**src/rtl/cpu_pkg.sv**
```systemverilog
// Shared CPU definitions: FPU operator/subop codes and the FPU arbiter state type.
package cpu_pkg;

    localparam logic [2:0] FPU_OP_NEG = 3'd0;
    localparam logic [2:0] FPU_OP_ADD = 3'd1;
    localparam logic [2:0] FPU_OP_SUB = 3'd2;
    localparam logic [2:0] FPU_OP_MUL = 3'd3;
    localparam logic [2:0] FPU_OP_DIV = 3'd4;
    localparam logic [2:0] FPU_OP_CMP = 3'd5;

    localparam logic [2:0] FPU_CMP_EQ = 3'b000;
    localparam logic [2:0] FPU_CMP_LE = 3'b010;
    localparam logic [2:0] FPU_CMP_LT = 3'b100;

    typedef enum logic [1:0] {
        ARB_IDLE,
        ARB_ISSUE,
        ARB_WAIT,
        ARB_RESP
    } arb_state_t;

    // Width of an index into n requesters (at least one bit).
    function automatic int unsigned idx_width(input int unsigned n);
        return (n > 1) ? $clog2(n) : 1;
    endfunction

endpackage

```
**src/rtl/rr_arbiter.sv**
```systemverilog
// Round-robin grant: first requester set after last_grant, wrapping modulo NREQ.
module rr_arbiter
    import cpu_pkg::*;
#(
    parameter int unsigned NREQ = 2,
    localparam int unsigned IW  = idx_width(NREQ)
) (
    input  logic [NREQ-1:0] req,
    input  logic [IW-1:0]   last_grant,
    output logic [NREQ-1:0] grant,
    output logic [IW-1:0]   grant_idx,
    output logic            grant_any
);

    logic [IW-1:0] cand;

    // Scan from last_grant+1 so the previous winner has lowest priority.
    always_comb begin
        grant     = '0;
        grant_idx = '0;
        grant_any = 1'b0;
        cand      = '0;
        for (int unsigned i = 1; i <= NREQ; i++) begin
            cand = IW'((32'(last_grant) + i) % NREQ);
            if (!grant_any && req[cand]) begin
                grant_any   = 1'b1;
                grant[cand] = 1'b1;
                grant_idx   = cand;
            end
        end
    end

endmodule

```
**src/rtl/fpu_arbiter.sv**
```systemverilog
// Shares one FPU between NREQ requesters with one operation outstanding at a time,
// round-robin fairness, and a watchdog that aborts an unanswered operation.
module fpu_arbiter
    import cpu_pkg::*;
#(
    parameter int unsigned NREQ    = 2,
    parameter int unsigned TIMEOUT = 255
) (
    input  logic        CLK,
    input  logic        INITIALIZE,
    input  logic        req_valid    [NREQ],
    input  logic [2:0]  req_operator [NREQ],
    input  logic [2:0]  req_subop    [NREQ],
    input  logic [31:0] req_a        [NREQ],
    input  logic [31:0] req_b        [NREQ],
    output logic        req_ready    [NREQ],
    output logic        resp_valid   [NREQ],
    output logic        resp_err,
    output logic [31:0] resp_c,
    output logic        fpu_in_valid,
    output logic [2:0]  fpu_operator,
    output logic [2:0]  fpu_subop,
    output logic [31:0] fpu_a,
    output logic [31:0] fpu_b,
    input  logic        fpu_result_valid,
    input  logic [31:0] fpu_c,
    output logic        busy
);

    localparam int unsigned IW = idx_width(NREQ);

    arb_state_t      state;
    logic [IW-1:0]   last_grant;
    logic [IW-1:0]   owner;
    logic [IW-1:0]   grant_idx;
    logic [NREQ-1:0] req_vec;
    logic [NREQ-1:0] grant;
    logic            grant_any;
    logic [15:0]     wait_cnt;

    // Flatten the per-requester valid array for the arbiter.
    always_comb begin
        req_vec = '0;
        for (int unsigned i = 0; i < NREQ; i++) req_vec[i] = req_valid[i];
    end

    rr_arbiter #(.NREQ(NREQ)) u_rr (
        .req        (req_vec),
        .last_grant (last_grant),
        .grant      (grant),
        .grant_idx  (grant_idx),
        .grant_any  (grant_any)
    );

    // Accept strobe is only offered while idle, so it is one-hot or zero.
    always_comb begin
        for (int unsigned i = 0; i < NREQ; i++) req_ready[i] = (state == ARB_IDLE) && grant[i];
    end

    assign busy = (state != ARB_IDLE);

    // Control FSM; issue/response strobes are registered one-cycle pulses.
    always_ff @(posedge CLK) begin
        if (INITIALIZE) begin
            state        <= ARB_IDLE;
            last_grant   <= IW'(NREQ - 1);
            owner        <= '0;
            wait_cnt     <= '0;
            fpu_in_valid <= 1'b0;
            fpu_operator <= '0;
            fpu_subop    <= '0;
            fpu_a        <= '0;
            fpu_b        <= '0;
            resp_err     <= 1'b0;
            resp_c       <= '0;
            for (int unsigned i = 0; i < NREQ; i++) resp_valid[i] <= 1'b0;
        end else begin
            fpu_in_valid <= 1'b0;
            for (int unsigned i = 0; i < NREQ; i++) resp_valid[i] <= 1'b0;
            unique case (state)
                ARB_IDLE: begin
                    if (grant_any) begin
                        fpu_operator <= req_operator[grant_idx];
                        fpu_subop    <= req_subop[grant_idx];
                        fpu_a        <= req_a[grant_idx];
                        fpu_b        <= req_b[grant_idx];
                        owner        <= grant_idx;
                        last_grant   <= grant_idx;
                        fpu_in_valid <= 1'b1;
                        state        <= ARB_ISSUE;
                    end
                end
                ARB_ISSUE: begin
                    wait_cnt <= 16'd1;
                    if (fpu_result_valid) begin
                        resp_c            <= fpu_c;
                        resp_err          <= 1'b0;
                        resp_valid[owner] <= 1'b1;
                        state             <= ARB_RESP;
                    end else begin
                        state <= ARB_WAIT;
                    end
                end
                ARB_WAIT: begin
                    if (fpu_result_valid) begin
                        resp_c            <= fpu_c;
                        resp_err          <= 1'b0;
                        resp_valid[owner] <= 1'b1;
                        state             <= ARB_RESP;
                    end else if (wait_cnt == 16'(TIMEOUT)) begin
                        resp_c            <= '0;
                        resp_err          <= 1'b1;
                        resp_valid[owner] <= 1'b1;
                        state             <= ARB_RESP;
                    end else begin
                        wait_cnt <= wait_cnt + 16'd1;
                    end
                end
                ARB_RESP: state <= ARB_IDLE;
                default:  state <= ARB_IDLE;
            endcase
        end
    end

endmodule

```
**config.mk**
```make
export PLATFORM = sky130hd
export DESIGN_NAME = fpu_arbiter
export DESIGN_NICKNAME = d
export VERILOG_FILES = /design/src/rtl/cpu_pkg.sv /design/src/rtl/rr_arbiter.sv /design/src/rtl/fpu_arbiter.sv
export SDC_FILE = /design/constraint.sdc
export NUM_CORES = 1
export LEC_CHECK = 0
export CELL_PAD_IN_SITES_DETAIL_PLACEMENT = 0
export CELL_PAD_IN_SITES_GLOBAL_PLACEMENT = 2
export CORE_MARGIN = 10
export CORE_UTILIZATION = 23
export CTS_BUF_LIST = sky130_fd_sc_hd__clkbuf_8
export DETAILED_ROUTE_END_ITERATION = 16
export PLACE_DENSITY_LB_ADDON = 0.1
export SETUP_SLACK_MARGIN = 0.1
export SYNTH_ARGS = -nofsm -noshare
export SYNTH_HDL_FRONTEND = slang
export SYNTH_SLANG_ARGS = --single-unit
```
**constraint.sdc**
```tcl
create_clock -name CLK -period 2.2 [get_ports CLK]
set_input_delay 0.66 -clock CLK [delete_from_list [all_inputs] [get_ports CLK]]
set_output_delay 0.66 -clock CLK [all_outputs]
set_load 0.02 [all_outputs]
```
==> impl_results.md, run 1 <==
- Fin cells: approximately 1200
- Slowest cell on crit path: clkdlybuf4s50_1
- Final min period: slightly above 2000 ps
- Cell with the most instances after synthesis: dfxtp_1
- DRC: 0
- Drt pass-1 iters: 4
- Congestion Overflow GR: 0
- Primary FF master, synth: dfxtp_1
- Worst hold start: owner
- Yosys reg bits: 126
- Max VDD drop: about 0.44 mV
- Post-route setup slack: around 170 ps
- Slew HR: 65.8%
- Cell Pwr Density: approximately 1100 nW/um^2
- Library cells used by synthesis: 44
- Post-synthesis async set-or-reset flop share: 0%
- LEAKAGE: 4.30 nW
- Starting Density: 23.5%
- Ant. Diodes: 0
- Nets: 1049
- Number of max-cap violations: 0
- EDFF count, synth: 0
- Vias/cell: ~4.5
- Biggest area consumer among synthesized cells: dfxtp_1
- Ratio of cells with drive above 1 in the final layout: around 13%
- Worst setup SP type: flip-flop
- Crit path launch: fpu_in_valid
- Synth Warn #: 0
- Post-route ant nets: 0
- Core Region: 22800 sq um
- Antenna violations before repair: 1
- Cells on worst reg2reg path: 4
- H-tree depth: 4
- HP Class: flip-flop to flip-flop
- Finish-stage setup viols: 0
- Mapped Cells: ~550
- Share of Yosys cell area claimed by the top area cell type: a little under half
- Worst-Skew Late Latency: around 430 ps
- Routability cong.: 0.784
- Total CTS buffers: 17
- CP Cell Sequence: clkdlybuf4s50_1
- Setup total negative slack: 0 ps
- Final hold vios: 0
- CP Class: flip-flop to primary output
- Commonest cells post-synth: dfxtp_1 (126), nor2_1 (81), mux2i_1 (72)
- Worst-Margin Slew: about 510 ps
- Die extent in x: between 150 and 200 um
- Crit path max fanout: 1
- WP data required: around 1500 ps
- Fin area: 9410 sq um
- Comb pwr share: a little under half
- NetSw: slightly below 4 mW
- Post-synthesis net count: 735
- Final clock skew: roughly 12 ps
- Placed Instance Area: about 9000 sq um
- GRT Util Overall: between 10 and 15%
- Bufs and invs on worst path: 1
- Pwr Total: a little over 10 mW
- Reg power frac: just over 30%
- Worst slack, placed: -406 ps
- # clock sinks: 126
- Placed cell count: around 1200
- Top post-synthesis cells by area: dfxtp_1 (47%), mux2i_1 (13%), a211oi_1 (10%), nor2_1 (5.7%), a22o_1 (5.2%)
- DP HPWL: roughly 17000 um
- RSZ-0062 raised after global routing: false
- WL final: approximately 21000 um
- Pins Over Slew Limit: 0
- Hold EP: resp_valid[1]
- Layout area overhead: 75.7%
- CP max stage delay: ~650 ps
- CP arrival: between 1000 and 1500 ps
- Clock buffer depth: 2
- WHS Path Cells: 1
- Hold-fix buffers at CTS: 0
- Tcrit/Tclk final: between 90 and 100%
- Post-synthesis area per instance: around 9.7 sq um
- Worst R2R End: wait_cnt[13]
- Total number of vias: about 5400
- Reg clk slew, reported paths: ~70 ps
- IO Count: 286
- Reg-to-reg setup timing slack: roughly 230 ps
- Clock group share of total power: approximately a fifth
- Sw Ratio: around 38%
- WL/cell: ~18 um
- Post-synthesis cell area: ~5400 sq um
- Internal Pwr Total: 6.35 mW
- Die Y: 173 um
- CP endpoint kind: primary output
- First-pass GRT wire length: ~33000 um
- Max Freq: roughly 490 MHz
- Number of global-route vias before repair: ~5800
- Status: finished clean
- Post-synthesis sequential area ratio: a little under half
- Worst r2r src: wait_cnt[5]
- Root Buffer: clkbuf_8
- Die area: 29800 sq um
- TritonCTS clock tree: done
- Cell class contributing the biggest share of worst-path delay: buffers and inverters
- Iteration-0 DRC Markers: 250
- Port Buf Inserts: around 290
- Largest net degree at the start of global routing: between 40 and 50
- Row Count: 55
[flip-flops by register name, summed over array words and instances, names as in the netlist]
name,count
fpu_a,32
fpu_b,32
resp_c,32
wait_cnt,16
fpu_operator,3
fpu_subop,3
resp_valid,2
state,2
fpu_in_valid,1
last_grant,1
owner,1
resp_err,1
[cell usage in the layout, fill, tap and decap left out, drive strengths merged, types with 4 or more instances in the layout]
master	instances
clkdlybuf4s50	178
a21oi	8
clkbuf	19
nand4	5
o211ai	5
dlymetal6s2s	29
nand2	19
inv	12
nor2	81
a22o	32
bufinv	4
nand3	18
dfxtp	126
a211oi	71
nor4	4
clkinv	6
buf	60
or4	9
dlygate4sd2	72
o21ai	4
a31oi	4
mux2i	72
ha	4
[metal layers]
layer,global-route usage [%],vias up,share of wire [%]
met1,14.9,2484,40
met3,6.99,8,8.9
met4,3.41,2,0.89
met5,0,-,0.061
met2,23.8,177,50
li1,-,2699,-
[logic make-up after synthesis]
group                    count (synthesis)  share of synthesized area (%)
adder cells (fa/ha/maj)                  4                          0.934
flip-flops                             126                           47.1
AND/OR/NAND/NOR                        151                           13.3
buffers and inverters                   55                           4.13
AO/OA/AOI/OAI                          146                           21.1
multiplexers                            72                           13.5
[per-stage QoR]
stage,hold slack [ps],utilization [%]
after global routing,473,41.3
after global placement,443,39.3
after floorplan,416,-
after CTS,457,40.9
final,452,41.3
after detailed placement,452,39.3
[final cells by class]
type                       count  area, sq um
multi-input combinational    373         2660
timing repair buffer         341         3370
sequential                   126         2520
clock buffer                  17          234
inverter                       9         33.8
clock inverter                14          194
fill                        2226        13400
tap                          313          392
[power by group through the flow]
| stage | clock (mW) | sequential [mW] | combinational, mW |
|---|---|---|---|
| after floorplan | 0 | 3.95 | 1.79 |
| after global placement | 0 | 3.24 | 5.23 |
| after detailed placement | 0 | 3.27 | 5.24 |
| after CTS | 2.29 | 3.22 | 5.00 |
| after global routing | 2.40 | 3.30 | 5.36 |
| final | 2.19 | 3.21 | 4.91 |
[how the worst max path moves through the flow]
| stage | end | slack (ps) | cells after the start |
|---|---|---|---|
| after floorplan | req_ready[0] | 250 | 3 |
| after global placement | req_ready[1] | -420 | 4 |
| after detailed placement | req_ready[1] | -410 | 4 |
| after CTS | fpu_b[30] | 100 | 1 |
| after global routing | req_ready[0] | 100 | 5 |
| final | fpu_in_valid | 170 | 1 |
[what timing repair did]
action	CTS	global route
pin swaps	2	3
setup buffers	1	3
gates resized for setup	95	34
endpoints found under the setup margin	75	66
Note: power is estimated with default switching activity, not from simulation.
==> inputs of run 2 (changes only) <==
--- a/config.mk
+++ b/config.mk
@@ -5,6 +5,7 @@
 export SDC_FILE = /design/constraint.sdc
 export NUM_CORES = 1
 export LEC_CHECK = 0
+export ABC_AREA = 0
 export CELL_PAD_IN_SITES_DETAIL_PLACEMENT = 0
 export CELL_PAD_IN_SITES_GLOBAL_PLACEMENT = 2
 export CORE_MARGIN = 10
==> results of run 2 <==
Final layout, timing and power as in run 1 (identical DEF).
